File: src/rtl/serial_full_adder_pkg.sv
// Shared definitions for the bit-serial adder: FSM state encoding and default width.
package serial_full_adder_pkg;

    // Operand and sum width used when the top is instantiated without an override.
    localparam int DEFAULT_WIDTH = 8;

    // Controller states. The encoding is fixed so that state values stay stable
    // when someone probes them on a waveform or in a netlist.
    typedef enum logic [1:0] {
        IDLE  = 2'd0,
        SHIFT = 2'd1,
        DONE  = 2'd2
    } state_t;

endpackage : serial_full_adder_pkg

File: src/rtl/full_adder_cell.sv
// Single-bit full adder. The serial adder reuses this one cell on every bit.
module full_adder_cell (
    input  logic a,
    input  logic b,
    input  logic c,
    output logic s,
    output logic co
);

    assign s  = a ^ b ^ c;
    assign co = (a & b) | (a & c) | (b & c);

endmodule : full_adder_cell

File: src/rtl/serial_full_adder.sv
// Bit-serial WIDTH-bit adder. Operands are captured on start and added LSB-first,
// one bit per clock, through a single full-adder cell and a carry flip-flop.
// {cout, sum} is valid while done pulses and holds until the next accepted start.
module serial_full_adder
    import serial_full_adder_pkg::*;
#(
    parameter int WIDTH = DEFAULT_WIDTH
) (
    input  logic             clk,
    input  logic             rst,
    input  logic             start,
    input  logic [WIDTH-1:0] a,
    input  logic [WIDTH-1:0] b,
    input  logic             cin,
    output logic             busy,
    output logic             done,
    output logic [WIDTH-1:0] sum,
    output logic             cout
);

    localparam int            CW   = (WIDTH > 1) ? $clog2(WIDTH) : 1;
    localparam logic [CW-1:0] LAST = CW'(WIDTH - 1);

    state_t           state;
    state_t           state_next;
    logic [WIDTH-1:0] a_reg;
    logic [WIDTH-1:0] b_reg;
    logic             carry;
    logic [CW-1:0]    count;
    logic             cell_s;
    logic             cell_co;
    logic             last_bit;

    // The only arithmetic in the design: bit 0 of each operand plus the running carry.
    full_adder_cell u_cell (
        .a  (a_reg[0]),
        .b  (b_reg[0]),
        .c  (carry),
        .s  (cell_s),
        .co (cell_co)
    );

    assign last_bit = (count == LAST);

    // State register; a synchronous reset always returns the controller to IDLE.
    always_ff @(posedge clk) begin
        // NOTE: sequential state uses non-blocking assignments so every register
        // samples the pre-edge values, independent of block ordering.
        if (rst) begin
            state <= IDLE;
        end else begin
            state <= state_next;
        end
    end

    // Next-state and status decode; start is only honoured in IDLE, DONE lasts one cycle.
    always_comb begin
        // NOTE: every output of this block gets a default first so that no path
        // leaves a signal unassigned, which would infer a latch.
        state_next = state;
        busy       = 1'b0;
        done       = 1'b0;
        unique case (state)
            IDLE: begin
                if (start) begin
                    state_next = SHIFT;
                end
            end
            SHIFT: begin
                busy = 1'b1;
                if (last_bit) begin
                    state_next = DONE;
                end
            end
            DONE: begin
                done       = 1'b1;
                state_next = IDLE;
            end
            default: begin
                state_next = IDLE;
            end
        endcase
    end

    // Datapath: capture operands on accept, then shift one bit through the cell per clock.
    always_ff @(posedge clk) begin
        // NOTE: the datapath is plain flops (no memory array), so clearing all of it
        // on reset is cheap and gives the zeroed outputs seen after an abort.
        if (rst) begin
            a_reg <= '0;
            b_reg <= '0;
            carry <= 1'b0;
            count <= '0;
            sum   <= '0;
            cout  <= 1'b0;
        end else begin
            unique case (state)
                IDLE: begin
                    if (start) begin
                        a_reg <= a;
                        b_reg <= b;
                        carry <= cin;
                        count <= '0;
                        sum   <= '0;
                        cout  <= 1'b0;
                    end
                end
                SHIFT: begin
                    a_reg <= a_reg >> 1;
                    b_reg <= b_reg >> 1;
                    carry <= cell_co;
                    sum   <= {cell_s, sum[WIDTH-1:1]};
                    if (last_bit) begin
                        // Count parks at its last value; it is rearmed by the next start.
                        cout <= cell_co;
                    end else begin
                        count <= count + 1'b1;
                    end
                end
                default: begin
                    // DONE: results hold.
                end
            endcase
        end
    end

endmodule : serial_full_adder

File: config.mk
export PLATFORM = sky130hd
export DESIGN_NAME = serial_full_adder
export DESIGN_NICKNAME = d
export VERILOG_FILES = /design/src/rtl/serial_full_adder_pkg.sv /design/src/rtl/full_adder_cell.sv /design/src/rtl/serial_full_adder.sv
export SDC_FILE = /design/constraint.sdc
export NUM_CORES = 1
export LEC_CHECK = 0
export BUFFER_PORTS_ARGS = -buffer_cell sky130_fd_sc_hd__buf_2
export CAP_MARGIN = 0
export CORE_UTILIZATION = 50
export CTS_BUF_LIST = sky130_fd_sc_hd__clkbuf_4 sky130_fd_sc_hd__clkbuf_8
export CTS_CLUSTER_DIAMETER = 100
export CTS_CLUSTER_SIZE = 10
export DETAILED_ROUTE_END_ITERATION = 7
export PLACE_DENSITY = 0.74
export SLEW_MARGIN = 10
export SYNTH_ARGS = -nofsm -noshare
export SYNTH_HDL_FRONTEND = slang
export SYNTH_SLANG_ARGS = --single-unit
File: constraint.sdc
create_clock -name clk -period 1.47 [get_ports clk]
set_input_delay 0.294 -clock clk [delete_from_list [all_inputs] [get_ports clk]]
set_output_delay 0.294 -clock clk [all_outputs]
set_load 0.005 [all_outputs]
# After elaboration in Yosys (flattened, before gate mapping)
# Cells that the tools add are included.
# totals
wordCells	46
input_bits	20
register_bits	31
# op_classes
n_eq_ne	6
mux	19
bitwise_logic	7
n_reduce_logical	6
n_addsub	1
# ops
operator	count
$pmux W8 S2	3
$mux W8	3
$mux W3	2
$ne A2 B2 Y1 const B	3
$pmux W3 S2	1
$reduce_and A3 Y1	2
$mux W1	5
$mux W2	2
$pmux W1 S2	2
$pmux W2 S2	1
$reduce_and A2 Y1	2
$add A3 B1 Y3 const B	1
$and A1 B1 Y1	3
$eq A3 B3 Y1 const B	1
$eq A2 B1 Y1 const B	1
$eq A2 B2 Y1 const B	1
$logic_not A2 Y1	1
$or A1 B1 Y1	2
$reduce_bool A2 Y1	1
$xor A1 B1 Y1	2

# Logic depth before layout (Yosys ltp)
# Gate-level depths: netlist (run 1).
# depth
depth_word	5
mapped_depth	6
mapped_depth_nobuf	5

# Cells and area by module
# From an unflattened synthesis (run 1), not the netlist that was laid out.
# unflattened
hier_cells	167
area_unflattened_um2	1546.5
# modules_own_cells
module	n_inst	seq_area_each_um2	cells_each	area_per_inst_um2
serial_full_adder	1	620.6	166	1526.5
full_adder_cell	1	0.0	1	20.0

# Worst setup path before layout (run 1)
# OpenSTA, ideal clock, no wires.
# synth_path
kind	flip-flop to flip-flop
startpoint	register count[0]
endpoint	register count[1]
required_ps	1343
synth_period_minus_slack_ps	1266
path_slack_ps	204
t_arrival_ps	1139
path_buffers	0
setup_time_ps	127
stages_incl_launch_ff	6
cell_sequence	dfxtp_1 ha_1 ha_1 nand2b_1 a21oi_1 o21ai_0
# synth_between
elab_chain_cells	3
# synth_lines
item	line_no	rtl
from (decl)	serial_full_adder.sv:29	logic [CW-1:0] count;
from (signal assigned)	serial_full_adder.sv:117	count <= count + 1'b1;
$add A3 B1 Y3 or $eq A3 B3 Y1 (tied branches)	serial_full_adder.sv:117, serial_full_adder.sv:43	
$mux W3 or $ne A2 B2 Y1 (tied branches)	n/a	
$pmux W3 S2 or $reduce_and A3 Y1 (tied branches)	n/a	
# Parallel ways exist; a longest one is shown, timed or not. The select of a mux whose other input is x is not followed.
# A chain may end at the register's enable or synchronous reset.

# Worst setup path after layout (run 1)
# layout_path
startpoint	register state[0]
endpoint	output done
# layout_between
elab_chain_cells	2
# layout_lines
item	line_no	rtl
from (decl)	serial_full_adder.sv:24	state_t state;
from (signal assigned)	serial_full_adder.sv:52	state <= state_next;
$eq A2 B2 Y1	serial_full_adder.sv:63	unique case (state)
$mux W1	serial_full_adder.sv:63	
to (decl)	serial_full_adder.sv:16	output logic done,
# No other way between the ends.

==> impl_metrics.py, run 1 <==
metrics = {
    "status": {
        "outcome": "complete, no violations",
    },
    "synthesis": {
        "yosysMostFrequentCell": "dfxtp_1",
        "synthDistinctLibCells": 35,
        "synth_edf_count": 0,
        "synth.area.top_cells": "dfxtp_1, a21oi_1, nor2_1",
        "yosys_warnings": 0,
        "syn_inst": 164,
        "async_reset_ff_share_pct": 0,
        "synth_ff_type": "dfxtp_1",
        "syn_area_per_cell_sq_um": 8.67,
        "syn_area_sq_um": 1420,
        "synthTopCellsByCount": "dfxtp_1, nor2_1, a21oi_1",
        "synth_nets": 188,
        "synth_area_leader_cell": "dfxtp_1",
        "seq_area_frac_synth_pct": 43.7,
        "synth_top_area_share_pct": 43.7,
        "ys_ff_latch": 31,
    },
    "timing": {
        "setup_violations": 0,
        "slew_violations": 0,
        "fmax_mhz": 727,
        "worstMarginPinSlew_ps": 504,
        "rsz0062_at_grt": "false",
        "setup_ws_ps": 93.9,
        "maxSlewHeadroom_pct": 66.4,
        "min_period_ps": 1380,
        "timing.final.crit_share_pct": 93.6,
        "tns_ps": 0,
        "finalHoldViolCount": 0,
        "clock-skew-final_ps": 6.15,
    },
    "clocking": {
        "max-clock-path-buffers": 2,
        "path_clk_slew_ps": 100,
        "cts_num_sinks": 31,
        "cts_tree": "built",
        "cts_inserted_buffers": 5,
        "cts-root-buf": "clkbuf_4",
        "h-tree-depth": 2,
        "clk_latency_ps": 330,
    },
    "power": {
        "power_density_nw_per_um2": 1110,
        "ir_drop_v": 0.000957,
        "cellLeakagePower_nw": 0.765,
    },
    "floorplan": {
        "io_pins": 31,
        "initial_core_util_pct": 54.9,
        "fp-row-count": 18,
        "fp.coreArea_sq_um": 2590,
        "die_area_sq_um": 3060,
        "dieWidth_um": 55.3,
        "fp.dieH_um": 55.3,
    },
    "critical_path": {
        "start_kind": "flop",
        "r2r_slack_ps": 100,
        "rr_worst_depth": 5,
        "required_ps": 1180,
        "cp.arrival_ps": 1080,
        "critPathCaptureType": "output port",
        "cp_max_fo": 6,
        "r2r-start": "count[0]$_SDFFE_PP0P_",
        "crit_start": "state[0]$_SDFFE_PP0P_",
        "path_class": "flop to output port",
    },
    "route": {
        "first_pass_iters": 4,
        "vias_per_cell": 5.49,
        "vias": 1262,
        "drtIter0Drc": 48,
        "drc_errors": 0,
        "wl_per_cell_um": 12.8,
        "ant_nets": 0,
        "drt_wl_total_um": 2950,
    },
    "grt": {
        "grt_antenna_before_repair": 0,
        "grt_overflow": 0,
        "grtUsageTotal_pct": 20.1,
        "grt_max_degree": 26,
        "grt_pass1_vias": 1156,
        "grt_pass1_wl_um": 4960,
    },
    "job": {
        "cap_violations": 0,
    },
    "cells_and_area": {
        "fin_nets": 223,
        "post-route-util_pct": 66.8,
        "antenna_cells": 0,
        "syn_to_final_growth_pct": 21.7,
        "drive_gt1_share_pct": 30.5,
        "nFillCells": 238,
    },
    "min_path": {
        "whs_path_depth": 3,
        "hold_path_startpoint": "a[5]",
        "min-delay-path-class": "input pin to flop",
    },
    "place": {
        "gp_congestion": 0.754,
        "io_buffer_count": 30,
        "dp_hpwl_um": 2030,
        "preCtsSetupSlack_ps": 95.0,
    },
}
[critical path, cell delays in order, from the launching register on]
cell	delay, ps
dfxtp_1	420
buf_4	170
nor2b_1	40
buf_2	120
[logic make-up (layout without fill, tap and decap cells)]
kind of cell,count (synthesis),in the layout,share of synthesized area [%]
DFF,31,31,43.7
adders and majority gates,4,4,4.05
and+or+nand+nor,60,60,19.8
buffers and inverters,18,54,6.95
AOI/OAI and AO/OA,51,51,25.5
[cells in the final DEF (no fill, tap or decap), drive strengths merged]
master / instances
buf: 39
dfxtp: 31
nor2: 24
a21oi: 21
nand2: 17
a211oi: 8
a22oi: 7
inv: 7
nand2b: 7
clkbuf: 6
nor2b: 5
o221a: 3
ha: 3
nor3: 2
o22ai: 2
o21ai: 2
a221oi: 2
o21ba: 1
a311oi: 1
o21bai: 1
nor3b: 1
a2bb2oi: 1
nand3: 1
or2: 1
o21a: 1
nor4b: 1
o31ai: 1
or3b: 1
fa: 1
bufinv: 1
clkinv: 1
[final cells by class]
type / instances / area (sq um) / share of cell area [%]
repair buffers: 39 / 230 / 13.3
flip-flops and latches: 31 / 622 / 36.0
inverters: 7 / 31.3 / 1.81
multi-input cells: 115 / 722 / 41.8
clock buffers: 6 / 51.3 / 2.97
well taps: 30 / 37.5 / 2.17
clock inverters: 2 / 35.0 / 2.03
[power breakdown]
part	leakage [nW]	internal (mW)	switching, mW
Clock	0.0482	0.402	0.293
Sequential	0.255	0.893	0.0316
Combinational	0.461	0.134	0.157
[path summary, 6_finish.rpt]
kind,endpoint
worst max register to register,count[1]$_SDFFE_PP0P_
worst min register to register,a_reg[7]$_SDFFE_PP0P_
worst min-delay path,a_reg[5]$_SDFFE_PP0P_
worst max-delay path,done
[per-layer routing]
| layer | vias up | part of all wire [%] | global-route usage (%) | wire length [um] |
|---|---|---|---|---|
| met1 | 591 | 49 | 25.9 | 1440 |
| met4 | 0 | 1.6 | 8.93 | 46 |
| met3 | 6 | 3.0 | 4.22 | 87 |
| met5 | - | 0 | 0 | 0 |
| li1 | 640 | - | - | - |
| met2 | 25 | 47 | 32.2 | 1380 |
[stage by stage]
step | instance area [sq um] | power (mW) | instances | hold slack, ps
after floorplan | 1420 | 1.14 | 164 | 435
after global placement | 1610 | 1.21 | 221 | 461
after detailed placement | 1610 | 1.22 | 221 | 470
after CTS | 1710 | 1.91 | 230 | 197
after global routing | 1730 | 1.99 | 230 | 205
final | 1730 | 1.91 | 230 | 195
[repair_timing]
action / 4_1_cts / 5_1_grt
buffers inserted: 1 / 0
resized for setup: 1 / 4
endpoints found under the setup margin: 1 / 2
hold buffers: 0 / 0
Power figures use the tool's default switching activity.
==> inputs of run 2 (changes only) <==
- ABC_AREA: default -> 1
- CTS_CLUSTER_SIZE: 10 -> default
- SLEW_MARGIN: 10 -> 20
==> run 2 against run 1 <==
  * Hold slack better by 17 ps
  * The run now ends with design-rule violations left
  * Sequential share of layout area down 0.96 points
  * Clock power down 17%
  * Core utilization down 3.4 points
  * Clock-buffer cell count up 2
  * Largest cell class unchanged
  * Register-to-register slack better by 60 ps
==> impl_metrics.py, run 2 <==
metrics = {
    "synthesis": {
        "seq_area_frac_synth_pct": 41.0,
        "synth_edf_count": 0,
        "synth.area.top_cells": "dfxtp_1, nand3_1, nand2_1",
        "syn_area_sq_um": 1520,
        "syn_area_per_cell_sq_um": 6.98,
        "synthTopCellsByCount": "nand3_1, nand2_1, inv_1",
        "syn_inst": 217,
        "synth_area_leader_cell": "dfxtp_1",
        "yosysMostFrequentCell": "nand3_1",
        "synth_top_area_share_pct": 41.0,
        "synth_ff_type": "dfxtp_1",
        "async_reset_ff_share_pct": 0,
        "ys_ff_latch": 31,
        "yosys_warnings": 0,
        "synthDistinctLibCells": 20,
        "synth_nets": 241,
    },
    "clocking": {
        "cts-root-buf": "clkbuf_4",
        "path_clk_slew_ps": 90,
        "cts-hold-fix-buffers": 0,
        "cts_inserted_buffers": 5,
        "clk_latency_ps": 330,
        "max-clock-path-buffers": 2,
        "h-tree-depth": 2,
        "cts_tree": "built",
        "cts_num_sinks": 31,
    },
    "route": {
        "drtIter0Drc": 81,
        "ant_nets": 0,
        "vias_per_cell": 4.99,
        "vias": 1401,
        "wl_per_cell_um": 11.0,
        "first_pass_iters": 6,
        "drt_wl_total_um": 3080,
        "drc_errors": 4,
    },
    "status": {
        "outcome": "finished, violations left",
        "violations": "design-rule violations",
    },
    "cells_and_area": {
        "syn_to_final_growth_pct": 17.3,
        "layout_commonest_cell": "nand3_1",
        "layout_common_cells": "nand3_1, nand2_1, inv_1",
        "finalNonFillerCells": 281,
        "fin_nets": 273,
        "drive_gt1_share_pct": 21.2,
        "antenna_cells": 0,
    },
    "power": {
        "power_density_nw_per_um2": 1000,
        "power_mw": 1.78,
        "ir_drop_v": 0.000876,
        "cellLeakagePower_nw": 0.893,
    },
    "critical_path": {
        "cp.arrival_ps": 1080,
        "required_ps": 1180,
        "crit_slowest_cell": "dfxtp_1",
        "critPathCaptureType": "output port",
        "worst_path_largest_cell_delay_ps": 370,
        "path_class": "flop to output port",
        "start_kind": "flop",
        "cp_max_fo": 14,
        "r2r_slack_ps": 160,
        "cp_cell_sequence": "buf_4 -> nor2_1 -> buf_2",
    },
    "timing": {
        "setup_ws_ps": 97.5,
        "timing.final.crit_share_pct": 93.4,
        "maxSlewHeadroom_pct": 78.5,
        "hold_ws_ps": 212,
        "tns_ps": 0,
        "setup_violations": 0,
        "worstMarginPinSlew_ps": 322,
        "finalHoldViolCount": 0,
        "fmax_mhz": 729,
        "min_period_ps": 1370,
        "rsz0062_at_grt": "false",
        "slew_violations": 0,
        "clock-skew-final_ps": 8.95,
    },
    "job": {
        "cap_violations": 0,
    },
    "grt": {
        "grtUsageTotal_pct": 21.9,
        "grt_pass1_vias": 1314,
        "grt_antenna_before_repair": 0,
        "grt_overflow": 0,
        "grt_max_degree": 38,
        "grt_pass1_wl_um": 5440,
    },
    "floorplan": {
        "initial_core_util_pct": 54.0,
        "fp.dieH_um": 57.1,
        "die_area_sq_um": 3250,
        "fp.coreArea_sq_um": 2810,
        "dieWidth_um": 57.1,
        "io_pins": 31,
        "fp-row-count": 19,
    },
    "min_path": {
        "min-delay-path-class": "input pin to flop",
    },
    "place": {
        "gp_congestion": 0.781,
        "io_buffer_count": 30,
        "dp_cells": 272,
        "preCtsSetupSlack_ps": 150,
        "dp_hpwl_um": 2040,
    },
}
## run 2: changes by cell type after synthesis, sizes merged, moves of 3 or more
cell / previous run / this run
inv: 7 / 36
nor2: 24 / 15
nand3: 1 / 53
o221a: 3 / 0
nand2: 17 / 39
nand2b: 7 / 0
a22oi: 7 / 0
a211oi: 8 / 0
clkbuf: 1 / 5
nor2b: 5 / 0
## run 2: cells by family (layout without fill, tap and decap cells)
kind of cell	Yosys count	after routing	share of synthesized area, %
simple gates	111	111	33.4
flops	31	31	41.0
compound gates	22	22	7.27
buf+inv	49	82	14.5
fa+ha+maj	4	4	3.80
## run 2: worst paths after layout
check             cells past startpoint                     to                   from
setup / recovery                      3                   done  state[0]$_SDFFE_PP0P_
hold / removal                        3  a_reg[7]$_SDFFE_PP0P_                   a[7]
setup reg to reg                      4    sum[7]$_SDFFE_PP0P_     carry$_SDFFE_PP0P_
hold reg to reg                       2    sum[3]$_SDFFE_PP0P_    sum[4]$_SDFFE_PP0P_
## run 2: repair_timing
action	4_1_cts	5_1_grt
setup buffers	1	0
resized for setup	2	4
endpoints found under the setup margin	1	4
## run 2: cell type report
type / instances / area (sq um)
multi-input combinational: 137 / 677
inverter: 36 / 140
timing repair buffer: 38 / 226
tap: 31 / 38.8
sequential: 31 / 622
clock buffer: 8 / 72.6
fill: 286 / 1030
## run 2: critical path, delay by kind of cell (launching register included)
family                 cells  cell delay (ps)
flip-flops                 1              370
buffers and inverters      2              330
AND/OR/NAND/NOR            1               60
## run 2: routing by layer
metal,vias to the layer above,share of wire (%),GRT usage [%]
li1,757,-,-
met1,619,48,26.8
met2,23,47,35.0
met3,2,4.5,7.71
met4,0,0.94,9.41
met5,-,0,0
## run 2: power by group
part	switching [mW]	internal, mW
Clock	0.281	0.300
Combinational	0.171	0.120
Sequential	0.0250	0.888
## run 2: metrics by stage
stage	util, %	area [sq um]
finish	63.3	1780
detailed placement	60.0	1680
global route	63.3	1780
CTS	63.0	1770
floorplan	-	1520
global placement	60.0	1680
